**src/rtl/led_sequencer.sv**
```systemverilog
// Drives the 8-LED bank: debounced mode/pause buttons, a prescaled step engine
// and a four-mode pattern generator (COUNT, SCAN, BLINK, FILL).
module led_sequencer #(
  parameter int PRESCALE_BITS = 22,
  parameter int DEBOUNCE_BITS = 16
) (
  input  logic       clk,
  input  logic       reset,
  input  logic       btn_mode,
  input  logic       btn_pause,
  output logic [7:0] leds,
  output logic [1:0] mode,
  output logic       paused,
  output logic       step_tick
);

  typedef enum logic [1:0] {
    MODE_COUNT = 2'd0,
    MODE_SCAN  = 2'd1,
    MODE_BLINK = 2'd2,
    MODE_FILL  = 2'd3
  } mode_t;

  localparam logic [PRESCALE_BITS-1:0] PRE_ONE = {{(PRESCALE_BITS-1){1'b0}}, 1'b1};
  localparam logic [DEBOUNCE_BITS-1:0] DB_ONE  = {{(DEBOUNCE_BITS-1){1'b0}}, 1'b1};

  mode_t                    state;
  mode_t                    next_mode;
  logic [PRESCALE_BITS-1:0] prescaler;
  logic                     scan_up;
  logic                     tick;
  logic [7:0]               next_leds;
  logic                     next_dir;
  logic [7:0]               entry_leds;

  // Index 0 is the mode button, index 1 the pause button.
  logic [1:0]               btn_raw;
  logic [1:0]               sync1;
  logic [1:0]               sync2;
  logic [1:0]               level;
  logic [1:0]               level_d;
  logic [DEBOUNCE_BITS-1:0] db_cnt [2];
  logic [1:0]               press;
  logic                     mode_press;
  logic                     pause_press;

  assign btn_raw = {btn_pause, btn_mode};

  always_ff @(posedge clk or posedge reset) begin
    if (reset) begin
      sync1     <= '0;
      sync2     <= '0;
      level     <= '0;
      level_d   <= '0;
      db_cnt[0] <= '0;
      db_cnt[1] <= '0;
    end else begin
      sync1   <= btn_raw;
      sync2   <= sync1;
      level_d <= level;
      for (int i = 0; i < 2; i++) begin
        if (sync2[i] == level[i]) begin
          db_cnt[i] <= '0;
        end else if (db_cnt[i] == '1) begin
          level[i]  <= sync2[i];
          db_cnt[i] <= '0;
        end else begin
          db_cnt[i] <= db_cnt[i] + DB_ONE;
        end
      end
    end
  end

  assign press       = level & ~level_d;
  assign mode_press  = press[0];
  assign pause_press = press[1];

  assign tick       = (prescaler == '1) && !paused;
  assign next_mode  = mode_t'(state + 2'd1);
  assign entry_leds = (next_mode == MODE_SCAN) ? 8'h01 : 8'h00;
  assign mode       = state;

  // SCAN flips direction as it lands on an end LED, so each end is lit for one step.
  always_comb begin
    next_leds = leds;
    next_dir  = scan_up;
    case (state)
      MODE_COUNT: next_leds = leds + 8'd1;
      MODE_SCAN: begin
        if (scan_up) begin
          next_leds = {leds[6:0], 1'b0};
          if (leds[6]) next_dir = 1'b0;
        end else begin
          next_leds = {1'b0, leds[7:1]};
          if (leds[1]) next_dir = 1'b1;
        end
      end
      MODE_BLINK: next_leds = ~leds;
      MODE_FILL:  next_leds = (leds == 8'hFF) ? 8'h00 : {leds[6:0], 1'b1};
      default:    next_leds = leds;
    endcase
  end

  // A mode press outranks a coincident tick; pause toggling is independent of both.
  always_ff @(posedge clk or posedge reset) begin
    if (reset) begin
      state     <= MODE_COUNT;
      leds      <= 8'h00;
      paused    <= 1'b0;
      step_tick <= 1'b0;
      prescaler <= '0;
      scan_up   <= 1'b1;
    end else begin
      step_tick <= 1'b0;
      if (pause_press) paused <= ~paused;
      if (mode_press) begin
        state     <= next_mode;
        prescaler <= '0;
        leds      <= entry_leds;
        scan_up   <= 1'b1;
      end else if (tick) begin
        leds      <= next_leds;
        scan_up   <= next_dir;
        prescaler <= '0;
        step_tick <= 1'b1;
      end else if (!paused) begin
        prescaler <= prescaler + PRE_ONE;
      end
    end
  end

endmodule

```
**config.mk**
```make
export PLATFORM = sky130hd
export DESIGN_NAME = led_sequencer
export DESIGN_NICKNAME = d
export VERILOG_FILES = /design/src/rtl/led_sequencer.sv
export SDC_FILE = /design/constraint.sdc
export NUM_CORES = 1
export LEC_CHECK = 0
export BUFFER_PORTS_ARGS = -buffer_cell sky130_fd_sc_hd__buf_2
export CAP_MARGIN = 20
export CELL_PAD_IN_SITES_DETAIL_PLACEMENT = 0
export CELL_PAD_IN_SITES_GLOBAL_PLACEMENT = 1
export CORE_ASPECT_RATIO = 0.7
export CORE_UTILIZATION = 45
export CTS_CLUSTER_SIZE = 40
export DETAILED_ROUTE_END_ITERATION = 6
export PLACE_DENSITY_LB_ADDON = 0.1
export SLEW_MARGIN = 20
export SYNTH_ARGS = -nofsm -noshare
export SYNTH_HDL_FRONTEND = slang
export SYNTH_SLANG_ARGS = --single-unit
```
**constraint.sdc**
```tcl
create_clock -name clk -period 3.39 [get_ports clk]
set_clock_uncertainty 0.2 [all_clocks]
set_input_delay 0.5085 -clock clk [delete_from_list [all_inputs] [get_ports clk]]
set_output_delay 0.5085 -clock clk [all_outputs]
set_load 0.05 [all_outputs]
```
==> out/summary.md, run 1 <==
The run finished with clean final reports. Setup repair after global routing left no endpoint under its margin. The biggest area contributor in the post-synthesis netlist is dfrtp_1.

The power per cell area is 420.2 mW/mm², and the clock group share of total power is 0.476. For the clock sink count, the log shows 75. The total congestion overflow was 0. In this run the tool buffered the top-level ports with 15 buffer cells. Internal power comes to 1.423 mW. The routed via count was 2,847. The switching share of power was 0.2146. Share of flip-flops with an asynchronous set or reset: 1.000. Category of the critical setup timing path: reg2reg. The initialized floorplan defines 28 standard-cell rows. Max-cap violations in this run came to 0.

The run gives 0 as the final count of negative-setup-slack endpoints. The depth of the CTS H-tree is 3, and the mean number of vias per cell is 5.262. In the final layout, flip-flops and latches occupy 0.001878 mm². Traced cell by cell, the critical path runs through ha_1, nand3_4, o31a_1, or4b_4, a31oi_1, o21ai_1. Based on the critical path, the design can be clocked at up to 0.3970 GHz.

TritonCTS built the clock tree. The critical path contains buffers and inverters numbering 0 combined. In this run, distinct cell masters in the synthesized netlist total 55. The relative contribution of combinational cells to total power is 0.021, and the measured slew at the worst slew-check pin is 936.5 ps.

Summed over all nets, the half-perimeter wirelength after detailed placement is 4.774 mm. The sequential share of power is 0.503, and the share of the core filled with cells is 0.5105. The peak-usage layer in the global routing report is met2. After synthesis the netlist holds a flip-flop and latch count of 75. The run gives 1.865 nW as the leakage power. Relative to the synthesized area, the layout overhead comes to 10.35%. The primary flip-flop cell chosen by synthesis mapping is dfrtp_1. When the netlist entered floorplanning its net count stood at 416. Yosys mapped a number of flops with a built-in enable equal to 0.

The kind of cell with the highest combined delay on the critical path was simple AND/OR/NAND/NOR gates. The final routed wirelength across all metal layers came out at 7.431 mm. The number of nets at the end of the flow was 429; the top cell type's share of synthesized area was 0.4741. The post-detailed-route DRC marker count was 0; the worst-case clock buffer depth was 2.

Ranked by instance count, the synthesized netlist is headed by 74 x dfrtp_1, 69 x nor2_1, 31 x xnor2_1. On the worst path, the slowest cell contributes a delay of 540 ps. Post-CTS timing repair inserted 0 buffers for setup.

Root buffer cell: clkbuf_16. The floorplan core area is 0.008443 mm². The multi-input combinational cells in the finished layout cover a total of 0.001854 mm². At the end of routability-driven placement, the weighted congestion stood at 0.7953. The most common cell in the netlist was dfrtp_1. The tools report the global-route total usage across every layer as 0.1800. The share of the clock period used by the worst path after layout is 0.7431. The first global-routing pass estimated 12.66 mm of wire. Once the clock tree was built, the resizer swapped 0 gates to a different size. The maximum number of pins on one net before global-route repair came out at 76. For this design the top-level I/O count stands at 16. The global-route track usage on met1 is 0.2590, and the starting utilization of the core area is 0.4627.

The worst hold path belongs to the class in2reg. For the total instance count after detailed placement, the log shows 526. The final standard cell area without fillers is 0.004310 mm², and the number of cells in the finished layout apart from fillers is 541. Overall power consumption after layout is estimated at 1.811 mW. The run gives 0.003906 mm² as the cell area after technology mapping. For this run, the number of Yosys warnings is 0.

The global routing met2 resource utilization was 0.2601; the remaining max-slew budget at the tightest pin was 0.3757. The number of buffers added to fix hold violations after cts is 0, and the final critical path time including I/O delays and setup is 2519 ps. In the synthesized netlist, the number of instances is 404. Summed over all nets, the switching power comes to 388.6 µW. The worst supply voltage drop on vdd was 366.4 µV; the cell area after placement was 0.004040 mm². For the worst setup path, the data required time is 3370 ps. The run gives 2,550 as the number of global-route vias before repair.

Clock-pin slew was measured on the worst setup and hold paths at 60 ps. The share of the yosys chip area belonging to registers is 0.4808, and the worst endpoint data arrival time is 2500 ps. From left edge to right edge, the die measures 113.4 µm. Sorting the synthesized cells by area gives the leading types as dfrtp_1 47%, xnor2_1 7.0%, nor2_1 6.6%. The die area was 0.009063 mm²; the filler cell count in the final layout was 795. The worst setup path is captured at a register. For the setup TNS, the log shows 0 ps. Once detail routing completed, the nets flagged for antenna violations numbered 0.

The routed length per instance works out to 13.74 µm. In this run the worst path has a maximum fanout of 10. The tools report the initial antenna violation count as 0.

The max-slew violation count is 0, and the first-pass iteration count of the detailed router is 4. The die is 79.95 µm tall. The detailed router's first-iteration violation count came out at 134. The met3 usage is 0.05619. 0 antenna diodes ended up in the layout. The worst setup path is launched from a register. The final hold violation count is 0, and the number of buffers created by CTS is 9.

The clock reaches the later pin of the worst-skew pair after 330 ps. Share of final-layout standard cells stronger than drive strength 1: 0.09739. The average cell area after synthesis was 9.669 µm².

The worst-path cell with the longest stage delay is or4b_4.
-- power by group through the flow --
stage	clock network (mW)	logic (mW)	registers, mW
floorplan	0	0.0286	0.925
global placement	0	0.0395	0.927
detailed placement	0	0.0398	0.927
CTS	0.898	0.0398	0.911
global route	0.937	0.0457	0.911
finish	0.863	0.0373	0.911
-- logic make-up (layout without fill, tap and decap cells) --
group	Yosys count	after routing	synth area share
buffers and inverters	34	51	0.04452
adder cells (fa/ha/maj)	8	8	0.02563
flip-flops	75	75	0.4808
AO/OA/AOI/OAI	51	51	0.09001
XOR/XNOR	53	53	0.1188
multiplexers	4	4	0.01089
AND/OR/NAND/NOR	179	179	0.2293
-- state kept, by name, summed over array words and instances, names as in the netlist --
signal and flops:
leds 8, scan_up 1, step_tick 1, level 2, sync2 2, db_cnt 32, paused 1, mode 2
prescaler 22, level_d 2, sync1 2
-- final timing paths --
check	from	to	slack (ps)	cells past startpoint
min in group asynchronous	reset	db_cnt[16]	260	3
setup reg to reg	leds[1]	leds[3]	870	6
hold / removal	btn_mode	sync1[0]	90	1
max in group asynchronous	reset	leds[5]	2120	3
setup / recovery	leds[1]	leds[3]	870	6
hold reg to reg	sync1[0]	sync2[0]	150	0
-- cells in the final DEF, fill, tap and decap left out, types with 2 or more instances in the layout --
master	Yosys	routed
and2_1	3	3
o21ai_0	8	8
a221oi_1	5	5
ha_1	8	8
o21ai_1	2	2
xnor2_1	31	31
nor2b_1	3	3
nand2_1	23	23
and3_1	11	11
nand2b_1	5	5
and4_1	2	2
inv_1	20	19
a211oi_1	4	4
nand3_1	25	25
clkinvlp_4	0	3
nor2_1	69	69
or2_2	2	2
a31oi_1	3	3
a221o_1	3	3
clkbuf_16	0	9
mux2i_1	2	2
a21oi_1	12	12
nand4_1	17	17
dfrtp_1	74	74
buf_2	2	15
o31a_1	2	2
xor2_1	22	22
nor3_1	9	9
-- cell type report --
cell class                      instances  area share
Timing Repair Buffer                   16     0.01916
Inverter                               20     0.01742
Clock inverter                          4    0.006386
Clock buffer                           11     0.05631
Sequential cell                        75      0.4357
Multi-Input combinational cell        295      0.4302
Tap cell                              120     0.03483
-- layer usage --
layer | wire length, µm | part of all wire
met5 | 0 | 0
met4 | 53 | 0.0071
met3 | 349 | 0.047
met2 | 3160 | 0.43
met1 | 3868 | 0.52
-- through the flow --
stage / setup slack [ps] / hold WS (ps)
4_1_cts: 908.7 / 72.94
2_1_floorplan: 773.2 / 131.2
6_report: 871.0 / 86.82
3_5_place_dp: 923.9 / 136.3
3_3_place_gp: 1018 / 136.6
5_1_grt: 758.6 / 74.38
Note: power is estimated with default switching activity, not from simulation.
==> run 2: changes to the inputs <==
--- a/config.mk
+++ b/config.mk
@@ -10,7 +10,7 @@
 export CELL_PAD_IN_SITES_DETAIL_PLACEMENT = 0
 export CELL_PAD_IN_SITES_GLOBAL_PLACEMENT = 1
 export CORE_ASPECT_RATIO = 0.7
-export CORE_UTILIZATION = 45
+export CORE_UTILIZATION = 44
 export CTS_CLUSTER_SIZE = 40
 export DETAILED_ROUTE_END_ITERATION = 6
 export PLACE_DENSITY_LB_ADDON = 0.1
==> constraint.sdc (replaced) <==
create_clock -name clk -period 2.15 [get_ports clk]
set_clock_uncertainty 0.2 [all_clocks]
set_input_delay 0.3225 -clock clk [delete_from_list [all_inputs] [get_ports clk]]
set_output_delay 0.3225 -clock clk [all_outputs]
set_load 0.05 [all_outputs]
==> run 2 against run 1 <==
Compared with the run above: via count rose by 4.4%; utilization grew 4.1 points; sequential share of layout area down 3.5 points; wire length grew 5.3%; largest power group is now clock.
==> out/summary.md, run 2 (synthesis results as in run 1) <==
The worst register-to-register path ends at leds[3]. The tools report the final weighted congestion of routability-driven global placement as 0.7919 (-0.43%). The worst endpoint data arrival time came out at 2090 ps (-410 ps).

The number of global-route vias before repair is 2,837 (+11%), and the final hold violation count is 0 (unchanged). The number of rows created at floorplan is 28 (unchanged), and the setup TNS is 0 ps (unchanged). The logs give 3 (unchanged) for the depth of the CTS H-tree and 330 ps (about the same) for the clock latency on the worst-skew pair. Die area: 0.009264 mm² (+2.2%). Cell depth of the worst flop-to-flop path: 6 (unchanged).

The tools report the number of max-capacitance violations reported as 0 (unchanged). The biggest fanout along the worst timing path is 3 (-7), and the share of final-layout standard cells stronger than drive strength 1 is 0.1816 (+0.08423). The final critical path time including I/O delays and setup was 2084 ps (-434.5 ps).

The run gives 0 (unchanged) as the initial antenna violation count. The number of port buffers is 15 (unchanged), and the count of inserted antenna diode cells is 0 (unchanged). The first-pass iteration count of the detailed router was 4 (unchanged). Root buffer cell: clkbuf_16.

The max-slew violation count is 0 (unchanged). The flip-flop count of the largest register after layout was 32 (unchanged); the measured slew at the worst slew-check pin was 497.5 ps (-439.0 ps). For the remaining max-slew budget at the tightest pin, the log shows 0.6658 (+0.2901).

The floorplan core area was 0.008513 mm² (+0.83%). The clock sink count was 75 (unchanged); the signed area change from the synthesized netlist to the final layout was 20.24%. The routed via count was 2,972 (+4.4%). Most common library cell in the layout ignoring fill and taps: dfrtp_1.

The origin of the worst min-delay path is sync1[0]. In the final layout, the registers with the most flip-flops are db_cnt (32), prescaler (22), leds (8). The logs give 2160 ps (-1210 ps) for the endpoint required time on the critical path and 7.827 mm (+5.3%) for the final routed wirelength across all metal layers. The tools report the final count of negative-setup-slack endpoints as 0 (unchanged). STA classifies the critical path startpoint as a register.

The overall power consumption was 2.978 mW (+64%); the worst-case clock buffer depth was 2 (unchanged). The mean number of vias per cell works out to 5.151 (-2.1%). The register clock-pin slew on the reported worst setup and hold paths came out at 60 ps (about the same).

db_cnt holds more flip-flops than any other register. The worst hold margin is 149.3 ps (+62.46 ps), and the wire length of the first global-routing pass is 13.50 mm (+6.6%). The number of buffers created by CTS came out at 9 (unchanged).

The power per cell area is 634.0 mW/mm² (+51%), and the worst hold path depth is 0 (-1). Fmax: 0.4797 GHz (+21%). The global-route total usage across every layer was 0.1885 (+0.008456); the starting utilization of the core area was 0.4588 (-0.003808). Horizontal die dimension: 114.6 µm (+1.1%). The worst setup path is captured at a register. The logs give 70 ps (-810 ps) for the minimum setup slack among reg-to-reg paths and 786 (-1.1%) for the filler cell count in the final layout.

The library cells used most frequently in the layout, excluding fill and tap cells, are 71 x dfrtp_1, 69 x nor2_1, 31 x xnor2_1. The run finished with clean final reports. The leakage power was 2.074 nW (+11%).

For hold timing, the worst endpoint is sync2[0]. For the post-detailed-route DRC marker count, the log shows 0 (unchanged). The path category of the worst min-delay check was reg2reg.

The detailed router's first-iteration violation count was 111 (-17%). The source of the worst register-to-register timing path was leds[0]. The remaining number of nets flagged by the antenna check after routing is 0 (unchanged), and the half-perimeter wire length after placement is 5.344 mm (+12%). The top-level port count came out at 16 (unchanged). TritonCTS built the clock tree. The launching instance or port of the critical path is leds[0]. The category of the critical setup timing path was reg2reg.

The routed length per instance works out to 13.56 µm (-1.2%). Share of the core filled with cells: 0.5517 (+0.04121). The logs give 586.2 µV (+60%) for the worst supply voltage drop on vdd and 76 (unchanged) for the maximum number of pins on one net before global-route repair. Total congestion overflow: 0 (unchanged).

The overall die height is 80.83 µm (+1.1%), and the number of nets at the end of the flow is 465 (+8.4%). Share of the clock period used by the worst path after layout: 0.9695 (+0.2264).
run 2: cell count changes in the layout (fill, tap and decap cells not counted), sizes merged:
cell / before / now
clkbuf: 11 / 9
dlygate4sd3: 0 / 3
clkinvlp: 3 / 1
bufinv: 0 / 1
buf: 16 / 49
clkinv: 1 / 4
run 2: layout make-up:
type,instances,area (µm²),area share
Inverter,20,78.83,0.01678
Timing Repair Buffer,52,410.4,0.08737
Tap cell,120,150.1,0.03197
Clock buffer,9,225.2,0.04795
Clock inverter,6,66.31,0.01412
Sequential cell,75,1882,0.4006
Multi-Input combinational cell,295,1884,0.4012
run 2: repair_timing:
action,in CTS,in global routing
endpoints found under the setup margin,0,6
setup buffers,0,5
resized for setup,0,6
endpoints found under the hold margin,76,0
hold buffers,3,0
run 2: worst max-delay path: stages (launching register included):
cell and delay (ps):
dfrtp_2 350, ha_1 230, nand3_4 90, o31a_1 310, or4b_4 520, a31oi_1 180
o21ai_1 80
run 2: metal layers:
metal | routed length [µm] | GRT usage | vias up
met5 | 0 | 0 | -
met4 | 84 | 0.06623 | 0
met3 | 324 | 0.04701 | 9
met2 | 3429 | 0.2873 | 56
met1 | 3989 | 0.2620 | 1423
li1 | - | - | 1484
run 2: power by group:
part / leakage (nW) / switching (mW) / internal (mW)
combinational: 0.918 / 0.0468 / 0.0253
clock: 0.146 / 0.575 / 0.895
sequential: 1.01 / 0.0109 / 1.42
total: 2.07 / 0.633 / 2.35
run 2: worst max path at each step:
stage | slack (ps) | cells past startpoint | to
floorplan | -240 | 8 | leds[3]
global placement | 110 | 6 | leds[3]
detailed placement | 20 | 6 | leds[4]
CTS | 30 | 6 | leds[4]
global route | -0.7 | 7 | leds[1]
finish | 70 | 6 | leds[3]
run 2: stage by stage:
| stage | instances | area [µm²] | setup WS (ps) |
|---|---|---|---|
| finish | 577 | 4697 | 65.57 |
| floorplan | 404 | 3914 | -240.0 |
| CTS | 572 | 4629 | 27.60 |
| global placement | 554 | 4308 | 105.2 |
| global route | 577 | 4697 | -0.6617 |
| detailed placement | 554 | 4308 | 18.93 |
==> run 3: changes to the inputs <==
--- a/config.mk
+++ b/config.mk
@@ -14,7 +14,6 @@
 export CTS_CLUSTER_SIZE = 40
 export DETAILED_ROUTE_END_ITERATION = 6
 export PLACE_DENSITY_LB_ADDON = 0.1
-export SLEW_MARGIN = 20
 export SYNTH_ARGS = -nofsm -noshare
 export SYNTH_HDL_FRONTEND = slang
 export SYNTH_SLANG_ARGS = --single-unit
==> constraint.sdc (replaced) <==
create_clock -name clk -period 2.15 [get_ports clk]
set_clock_uncertainty 0.2 [all_clocks]
set_input_delay 0.215 -clock clk [delete_from_list [all_inputs] [get_ports clk]]
set_output_delay 0.215 -clock clk [all_outputs]
set_load 0.05 [all_outputs]
==> run 3 against run 2 <==
Compared with the run above: die area did not move; final area fell by 0.29%; critical path depth did not move; final cell count rose by 0.17%; largest cell class is now registers.
==> out/summary.md, run 3 (synthesis results as in run 1) <==
The top-level port count was 16 (unchanged); the met3 usage was 0.05000 (+0.002985). The initial antenna violation count came out at 0 (unchanged). The overall die height came out at 80.83 µm (unchanged). Kind of start point of the critical path: a register.

The worst hold path begins at sync1[1]. The logs give 658.1 µW (+4.0%) for the switching power of the nets and 0 (unchanged) for the final count of negative-setup-slack endpoints. Power per cell area: 643.1 mW/mm² (+1.4%). The tools report the clock group share of total power as 0.498 (+0.004). The share of the clock period used by the worst path after layout works out to 0.9508 (-0.01872). The logs give 0.4892 GHz (+2.0%) for the fmax and 0.026 (+0.002) for the relative contribution of combinational cells to total power.

The top cell types in the final layout, fill and taps aside, are 71 x dfrtp_1, 69 x nor2_1, 31 x xnor2_1. The leakage power was 2.061 nW (-0.63%); the global-route track usage on met1 was 0.2748 (+0.01279). The filler cell count in the final layout came out at 786 (unchanged). Ranked by flip-flop count, first place goes to db_cnt. The number of max-capacitance violations reported was 0 (unchanged). TritonCTS built the clock tree.

The maximum number of pins on one net before global-route repair came out at 25 (-67%). The flow ran to the end, and the final reports show no timing, DRC or antenna violations. The horizontal die dimension was 114.6 µm (unchanged); the number of buffers created by CTS was 9 (unchanged). The endpoint required time on the critical path is 2170 ps (about the same), and the final critical path time including I/O delays and setup is 2044 ps (-40.26 ps). The biggest fanout along the worst timing path works out to 3 (unchanged). The post-detailed-route DRC marker count came out at 0 (unchanged). After global routing, the most crowded layer is met2.

The global routing met2 resource utilization was 0.2806 (-0.006667). The critical path is of the reg2reg type. The worst hold margin is 146.7 ps (-2.548 ps). Clock tree synthesis selected as its root buffer the cell clkbuf_16. The logs give 0.1938 (+0.005333) for the global-route total usage across every layer and 465 (unchanged) for the number of nets at the end of the flow. The half-perimeter wire length after placement is 5.383 mm (+0.72%).

The logs give 28 (unchanged) for the number of rows created at floorplan and 75 (unchanged) for the clock sink count. The run gives 0 (unchanged) as the max-slew violation count. The tools report the number of cells in the finished layout apart from fillers as 578 (+0.17%).

The largest registers in the layout are db_cnt (32), prescaler (22), leds (8). The area growth from synthesis to layout is 19.89%. For the remaining max-slew budget at the tightest pin, the log shows 0.6369 (-0.02889). The routed length per instance works out to 13.56 µm (about the same). For the total congestion overflow, the log shows 0 (unchanged). The flip-flop count of the largest register after layout was 32 (unchanged). Share of the core filled with cells: 0.5501 (-0.001616). The switching share of power works out to 0.2185 (+0.006058).

The total instance count after detailed placement is 557 (+0.54%). The floorplan core area came out at 0.008513 mm² (unchanged). The setup TNS is 0 ps (unchanged). The clock latency on the worst-skew pair was 340 ps (about the same).

The sequential share of power is 0.477 (-0.005). Setup repair after global routing left no endpoint under its margin. Launching instance or port of the critical path: leds[0]. The run gives 0 (unchanged) as the count of inserted antenna diode cells.

Final weighted congestion of routability-driven global placement: 0.7988 (+0.87%). The worst endpoint data arrival time came out at 2070 ps (-20 ps). The number of global-route vias before repair was 2,915 (+2.7%); the final hold violation count was 0 (unchanged). For the overall power consumption, the log shows 3.012 mW (+1.1%). The path category of the worst min-delay check was reg2reg. The register clock-pin slew on the reported worst setup and hold paths was 60 ps (about the same); the routed via count was 2,956 (-0.54%). The remaining number of nets flagged by the antenna check after routing was 0 (unchanged).

The share of final-layout standard cells stronger than drive strength 1 works out to 0.1769 (-0.004763). The starting utilization of the core area was 0.4588 (unchanged). The tools report the detailed router's first-iteration violation count as 155 (+40%).

The tools report the source of the worst register-to-register timing path as leds[0]. The number of port buffers was 15 (unchanged); the mean number of vias per cell was 5.114 (-0.71%). The logs give 7.836 mm (+0.11%) for the final routed wirelength across all metal layers and 13.84 mm (+2.6%) for the wire length of the first global-routing pass. For the cell internal power dissipation, the log shows 2.354 mW (+0.36%). The worst setup path is captured at a register.

The die area came out at 0.009264 mm² (unchanged). For the depth of the CTS H-tree, the log shows 3 (unchanged). The most common library cell in the layout ignoring fill and taps is dfrtp_1. The worst supply voltage drop on vdd is 544.4 µV (-7.1%). The worst-case clock buffer depth is 2 (unchanged), and the measured slew at the worst slew-check pin is 540.5 ps (+43.00 ps). The tools report the first-pass iteration count of the detailed router as 4 (unchanged).
-- run 3: cell count changes in the layout (fill, tap and decap cells not counted), sizes merged --
cell,previous run,this run
clkbuf,9,10
clkinv,4,1
clkinvlp,1,4
-- run 3: routing by layer --
layer / wire length, µm / up-vias
met5: 0 / -
met4: 133 / 0
met3: 312 / 10
met2: 3221 / 63
met1: 4168 / 1390
li1: - / 1493
-- run 3: final timing paths --
check / to / slack [ps] / cells after the start
max in group asynchronous: leds[2] / 960 / 4
max reg2reg: leds[3] / 110 / 6
min reg2reg: sync2[1] / 150 / 0
max: leds[3] / 110 / 6
min in group asynchronous: db_cnt[29] / 230 / 3
min: sync2[1] / 150 / 0
-- run 3: timing repair --
item                       4_1_cts  5_1_grt
setup buffers                    0        2
setup endpoints to repair        0       11
hold endpoints to repair        18        0
hold buffers                     3        0
resized for setup                0        4
-- run 3: critical path: stages, from the launching register on --
cell and delay (ps):
dfrtp_2 360, ha_2 210, nand3_4 90, o31a_1 310
or4b_4 530, a31oi_2 170, o21ai_1 70
-- run 3: power by group through the flow --
stage          Sequential [mW]  Combinational (mW)  Clock, mW
6_report                  1.44              0.0775       1.50
5_1_grt                   1.44              0.0914       1.60
3_5_place_dp              1.46              0.0764          0
4_1_cts                   1.44              0.0806       1.54
2_1_floorplan             1.46              0.0455          0
3_3_place_gp              1.46              0.0758          0
-- run 3: final cells by class --
class	instances	area (µm²)	area share
Clock inverter	6	66.31	0.01416
Clock buffer	10	229.0	0.04889
Multi-Input combinational cell	295	1867	0.3986
Timing Repair Buffer	52	410.4	0.08763
Tap cell	120	150.1	0.03206
Inverter	20	78.83	0.01683
Sequential cell	75	1882	0.4018
-- run 3: per-stage QoR --
step / worst slack, ps / instance area (µm²)
floorplan: -240.0 / 3914
global placement: 103.0 / 4330
detailed placement: 48.41 / 4330
CTS: 21.37 / 4656
global route: 20.68 / 4683
finish: 105.8 / 4683
